==> src/rtl/adder_arb_pkg.sv <==
// Shared types and constants for the adder_arbiter block: FSM state
// encoding, operation codes and the requester-count upper bound.
package adder_arb_pkg;

    typedef enum logic [1:0] {
        S_IDLE    = 2'd0,
        S_ISSUE   = 2'd1,
        S_CAPTURE = 2'd2,
        S_RESP    = 2'd3
    } state_e;

    localparam logic OP_INC = 1'b0;
    localparam logic OP_CLR = 1'b1;

    localparam int NREQ_MAX = 16;

endpackage : adder_arb_pkg

==> src/rtl/adder_arb_pick.sv <==
// Combinational winner selection for adder_arbiter. With ADDER_ARB_RR_EN the
// search starts at ptr and wraps; otherwise the lowest index always wins.
module adder_arb_pick #(
    parameter int NREQ = 4,
    parameter int IDW  = $clog2(NREQ)
) (
    input  logic [NREQ-1:0] req_valid,
    input  logic [IDW-1:0]  ptr,
    output logic [NREQ-1:0] grant,
    output logic [IDW-1:0]  grant_id,
    output logic            any_req
);

    int base;

`ifdef ADDER_ARB_RR_EN
    assign base = int'(ptr);
`else
    logic ptr_unused;
    assign base       = 0;
    assign ptr_unused = ^ptr;
`endif

    assign any_req = |req_valid;

    // NOTE: every variable written in always_comb gets a default first so no latch is inferred.
    always_comb begin
        logic found;
        int   idx;
        grant    = '0;
        grant_id = '0;
        found    = 1'b0;
        idx      = 0;
        for (int i = 0; i < NREQ; i++) begin
            idx = (base + i) % NREQ;
            if (!found && req_valid[idx]) begin
                found      = 1'b1;
                grant[idx] = 1'b1;
                grant_id   = IDW'(idx);
            end
        end
    end

endmodule : adder_arb_pick

==> src/rtl/adder_arbiter.sv <==
// Shares one external Adder counter between NREQ requesters; one operation in
// flight at a time. Define ADDER_ARB_RR_EN for round-robin, else fixed priority.
module adder_arbiter
    import adder_arb_pkg::*;
#(
    parameter int NREQ  = 4,
    parameter int WIDTH = 8,
    parameter int IDW   = $clog2(NREQ)
) (
    input  logic             aclk,
    input  logic             arstn,
    input  logic [NREQ-1:0]  req_valid,
    input  logic [NREQ-1:0]  req_clr,
    output logic [NREQ-1:0]  req_ready,
    output logic             rsp_valid,
    input  logic             rsp_ready,
    output logic [IDW-1:0]   rsp_id,
    output logic [WIDTH-1:0] rsp_data,
    output logic             cnt_inc,
    output logic             cnt_clr,
    input  logic [WIDTH-1:0] cnt_out
);

    if (NREQ < 2 || NREQ > NREQ_MAX) begin : g_bad_nreq
        $error("adder_arbiter: NREQ must be in 2..16");
    end

    state_e           state_q, state_d;
    logic [IDW-1:0]   id_q, id_d;
    logic             op_q, op_d;
    logic [IDW-1:0]   rsp_id_q, rsp_id_d;
    logic [WIDTH-1:0] rsp_data_q, rsp_data_d;

    logic [IDW-1:0]   ptr;
    logic [NREQ-1:0]  pick_grant;
    logic [IDW-1:0]   pick_id;
    logic             pick_any;

    adder_arb_pick #(
        .NREQ (NREQ),
        .IDW  (IDW)
    ) u_pick (
        .req_valid (req_valid),
        .ptr       (ptr),
        .grant     (pick_grant),
        .grant_id  (pick_id),
        .any_req   (pick_any)
    );

`ifdef ADDER_ARB_RR_EN
    logic [IDW-1:0] ptr_q, ptr_d;

    // Pointer advances past the served requester only once its response is taken.
    always_comb begin
        ptr_d = ptr_q;
        if (state_q == S_RESP && rsp_ready) begin
            ptr_d = (id_q == IDW'(NREQ - 1)) ? '0 : id_q + 1'b1;
        end
    end

    always_ff @(posedge aclk or negedge arstn) begin
        if (!arstn) begin
            ptr_q <= '0;
        end else begin
            ptr_q <= ptr_d;
        end
    end

    assign ptr = ptr_q;
`else
    assign ptr = '0;
`endif

    always_comb begin
        state_d    = state_q;
        id_d       = id_q;
        op_d       = op_q;
        rsp_id_d   = rsp_id_q;
        rsp_data_d = rsp_data_q;
        req_ready  = '0;
        cnt_inc    = 1'b0;
        cnt_clr    = 1'b0;
        rsp_valid  = 1'b0;
        unique case (state_q)
            S_IDLE: begin
                // Grant is masked while reset is held so no requester sees a handshake.
                req_ready = arstn ? pick_grant : '0;
                if (pick_any) begin
                    id_d    = pick_id;
                    op_d    = (|(req_clr & pick_grant)) ? OP_CLR : OP_INC;
                    state_d = S_ISSUE;
                end
            end
            S_ISSUE: begin
                cnt_clr = (op_q == OP_CLR);
                cnt_inc = (op_q == OP_INC);
                state_d = S_CAPTURE;
            end
            S_CAPTURE: begin
                rsp_data_d = cnt_out;
                rsp_id_d   = id_q;
                state_d    = S_RESP;
            end
            S_RESP: begin
                rsp_valid = 1'b1;
                if (rsp_ready) begin
                    state_d = S_IDLE;
                end
            end
            default: state_d = S_IDLE;
        endcase
    end

    // NOTE: sequential state uses non-blocking assignments so all flops update together at the edge.
    // NOTE: every register here is control/datapath state, so all get an async reset value.
    always_ff @(posedge aclk or negedge arstn) begin
        if (!arstn) begin
            state_q    <= S_IDLE;
            id_q       <= '0;
            op_q       <= OP_INC;
            rsp_id_q   <= '0;
            rsp_data_q <= '0;
        end else begin
            state_q    <= state_d;
            id_q       <= id_d;
            op_q       <= op_d;
            rsp_id_q   <= rsp_id_d;
            rsp_data_q <= rsp_data_d;
        end
    end

    assign rsp_id   = rsp_id_q;
    assign rsp_data = rsp_data_q;

endmodule : adder_arbiter

==> config.mk <==
export PLATFORM = sky130hd
export DESIGN_NAME = adder_arbiter
export DESIGN_NICKNAME = d
export VERILOG_FILES = /design/src/rtl/adder_arb_pkg.sv /design/src/rtl/adder_arb_pick.sv /design/src/rtl/adder_arbiter.sv
export SDC_FILE = /design/constraint.sdc
export NUM_CORES = 1
export LEC_CHECK = 0
export BUFFER_PORTS_ARGS = -buffer_cell sky130_fd_sc_hd__buf_4
export CAP_MARGIN = 5
export CORE_ASPECT_RATIO = 0.9
export CORE_MARGIN = 3
export CORE_UTILIZATION = 40
export CTS_CLUSTER_DIAMETER = 150
export DETAILED_ROUTE_END_ITERATION = 12
export PLACE_DENSITY = 0.71
export SLEW_MARGIN = 5
export SYNTH_ARGS = -nofsm -noshare
export SYNTH_HDL_FRONTEND = slang
export SYNTH_SLANG_ARGS = --single-unit
==> constraint.sdc <==
create_clock -name aclk -period 1.5 [get_ports aclk]
set_input_delay 0.15 -clock aclk [delete_from_list [all_inputs] [get_ports aclk]]
set_output_delay 0.15 -clock aclk [all_outputs]
set_load 0.01 [all_outputs]
==> load_flow_metrics.sql <==
INSERT INTO impl_metrics (metric_group, metric, value, unit) VALUES
('synthesis', 'post_synth.cell_area_avg', '12.2', 'um2'),
('power_and_ir_drop', 'powerDensity', '1910', 'nW/um2'),
('layout', 'n_antenna_cell', '0', ''),
('timing', 'timing.max_slew.rel_slack', '80.9', '%'),
('grt', 'initial_antenna_violation_count', '0', ''),
('floorplan', 'chipHeight', '47.3', 'um'),
('floorplan', 'design.portCount', '36', ''),
('cts', 'clock-sinks', '15', ''),
('cts', 'ctsRootBufferMaster', 'clkbuf_4', ''),
('layout', 'fin_util', '67.7', '%'),
('synthesis', 'synthAdderAreaFrac', '6.61', '%'),
('synthesis', 'ys_types', '28', ''),
('route', 'detailed_router_s_first_iteration_violation_count', '16', ''),
('power_and_ir_drop', 'p_leak', '0.548', 'nW'),
('setup_path', 'critical_path.endpoint_type', 'flop', ''),
('floorplan', 'total_die_area', '2450', 'um2'),
('route', 'via_count', '638', ''),
('timing', 'fin_ws', '0.00912', 'ns'),
('route', 'postRouteAntennaNets', '0', ''),
('cts', 'worst_setup_hold_path_clk_slew', '0.09', 'ns'),
('placed_design', 'placement.setup.worst_slack', '-0.00708', 'ns'),
('floorplan', 'fp.coreArea', '1730', 'um2'),
('floorplan', 'placement_rows', '14', ''),
('placed_design', 'detailed_place.area', '1040', 'um2'),
('timing', 'finalSetupViolCount', '0', ''),
('grt', 'track_usage', '17.1', '%'),
('power_and_ir_drop', 'p_total', '2.25', 'mW'),
('grt', 'first_global_vias', '640', ''),
('placed_design', 'gp_routability_congestion', '0.723', ''),
('synthesis', 'synth_xor_area_share', '0', '%'),
('route', 'drt_pass1_iterations', '4', ''),
('timing', 'fin_skew', '0.00476', 'ns'),
('setup_path', 'critPathMaxStageDelay', '0.42', 'ns'),
('synthesis', 'synth_fp_nets', '85', ''),
('route', 'detail_route.vias_per_cell', '4.95', ''),
('synthesis', 'synth_edf_count', '0', ''),
('placed_design', 'dp_cells', '119', ''),
('route', 'wl', '1.85', 'mm'),
('grt', 'grt_start_max_net_pins', '20', ''),
('setup_path', 'critical_path.cell_chain', 'buf_4, ha_2, nor2b_4, a31oi_4, mux2_4', ''),
('floorplan', 'start_util', '43.7', '%'),
('route', 'drc_errors', '0', ''),
('synthesis', 'syn_inst', '62', ''),
('layout', 'final_cell_area', '1170', 'um2'),
('timing', 'rsz0062_at_grt', 'yes', ''),
('layout', 'nets', '129', ''),
('layout', 'stdcell_count', '129', ''),
('setup_path', 'slowest_stage', 'dfrtp_1', ''),
('synthesis', 'ys_async_sr_fraction', '100', '%'),
('worst_hold_path', 'hold_class', 'primary input to flop', ''),
('synthesis', 'synth_compound_gate_area_share', '10.6', '%'),
('synthesis', 'simple_gate_share_of_the_synthesized_area', '12.7', '%'),
('placed_design', 'buffer_ports.inserted', '35', ''),
('layout', 'areaGrowthSynthToFinish', '55.2', '%'),
('setup_path', 'critPathCapture', 'state_q[1]', ''),
('cts', 'insertion_delay_of_the_later_clocked_pin_in_the_worst_skew_pair', '0.28', 'ns'),
('run_status', 'status', 'finished clean', ''),
('setup_path', 'r2r_slack', '0.009', 'ns'),
('flow_run', 'max_cap_violations', '0', ''),
('timing', 'achievable-frequency', '671', 'MHz'),
('grt', 'grt_first_pass_wirelength', '2.97', 'mm'),
('timing', 'tightest_slew', '0.284', 'ns'),
('synthesis', 'synth_ff_type', 'dfrtp_1', ''),
('synthesis', 'seq_area_frac_synth', '49.6', '%'),
('cts', 'cts_buffer_depth', '2', ''),
('timing', 'timing.final.max_slew_violations', '0', ''),
('setup_path', 'r2r-end', 'state_q[1]', ''),
('setup_path', 'cp.depth', '5', ''),
('timing', 'timing.final.crit_period', '1.49', 'ns'),
('cts', 'htree_levels', '1', ''),
('synthesis', 'synth_top_family_by_area', 'multiplexers', '');
state kept, by name, indices dropped and copies added (netlist names):
signal	count
id_q	2
op_q	1
rsp_data	8
rsp_id	2
state_q	2
cell usage after synthesis (2+ instances only):
| master | instances | area share [%] |
|---|---|---|
| ha_1 | 4 | 6.6 |
| dfrtp_1 | 15 | 50 |
| nand2_1 | 3 | 1.5 |
| o21a_1 | 2 | 2.0 |
| nor2b_1 | 2 | 1.7 |
| a21oi_1 | 2 | 1.3 |
| o21ai_0 | 2 | 1.3 |
| mux2_2 | 10 | 15 |
| inv_1 | 3 | 1.5 |
layout by cell type (no fill, tap or decap), types with 2 or more instances in the layout:
cell type,instances
a21oi_1,2
buf_4,39
buf_6,2
clkbuf_4,3
dfrtp_1,15
ha_2,3
inv_2,2
mux2_2,10
nand2_1,3
nor3_2,2
o21a_1,2
o21ai_0,2
routing by layer:
| metal | wire length (um) | share of wire [%] | GRT usage [%] | vias up |
|---|---|---|---|---|
| li1 | - | - | - | 312 |
| met1 | 777 | 42 | 21.7 | 306 |
| met2 | 967 | 52 | 30.1 | 20 |
| met3 | 105 | 5.7 | 5.40 | 0 |
| met4 | 0 | 0 | 1.57 | 0 |
| met5 | 0 | 0 | 0 | - |
area by class of cell:
class / instances / area, um2
inverter: 3 / 11.3
tap: 24 / 30.0
multi-input combinational: 41 / 407
sequential: 15 / 375
fill: 129 / 559
clock buffer: 4 / 26.3
timing repair buffer: 42 / 325
through the flow:
step                TNS (ns)  hold WS (ns)
global route          -0.207        0.0777
global placement           0        0.0261
finish                     0        0.0924
detailed placement  -0.00853        0.0260
floorplan                  0        -0.146
CTS                 -0.00709        0.0869
kinds of logic after synthesis:
logic type	Yosys count
compound gates	11
fa+ha+maj	4
buf+inv	6
flops	15
mux	11
simple gates	15
worst register-to-register path, stage by stage (launching register included):
cell and delay [ns]:
dfrtp_1 0.42, buf_4 0.16, ha_2 0.18, nor2b_4 0.13, a31oi_4 0.18, mux2_4 0.32
worst min-delay path by stage:
stage | from | to | slack [ns] | cells past startpoint
floorplan | arstn | id_q[0] | -0.15 | 0
global placement | arstn | rsp_data[7] | 0.03 | 1
detailed placement | arstn | rsp_data[6] | 0.03 | 1
CTS | cnt_out[2] | rsp_data[2] | 0.09 | 2
global route | cnt_out[2] | rsp_data[2] | 0.08 | 2
finish | cnt_out[2] | rsp_data[2] | 0.09 | 2
power by group:
group	switching [mW]	total [mW]	internal (mW)
combinational	0.514	1.27	0.758
clock	0.128	0.231	0.103
sequential	0.125	0.743	0.618
repair_timing:
| item | 4_1_cts | 5_1_grt |
|---|---|---|
| pin swaps | 3 | 2 |
| hold buffers | 1 | 0 |
| resized for setup | 11 | 6 |
| endpoints found under the hold margin | 15 | 0 |
| endpoints found under the setup margin | 12 | 17 |
| setup buffers | 5 | 1 |
Power figures use the tool's default switching activity.
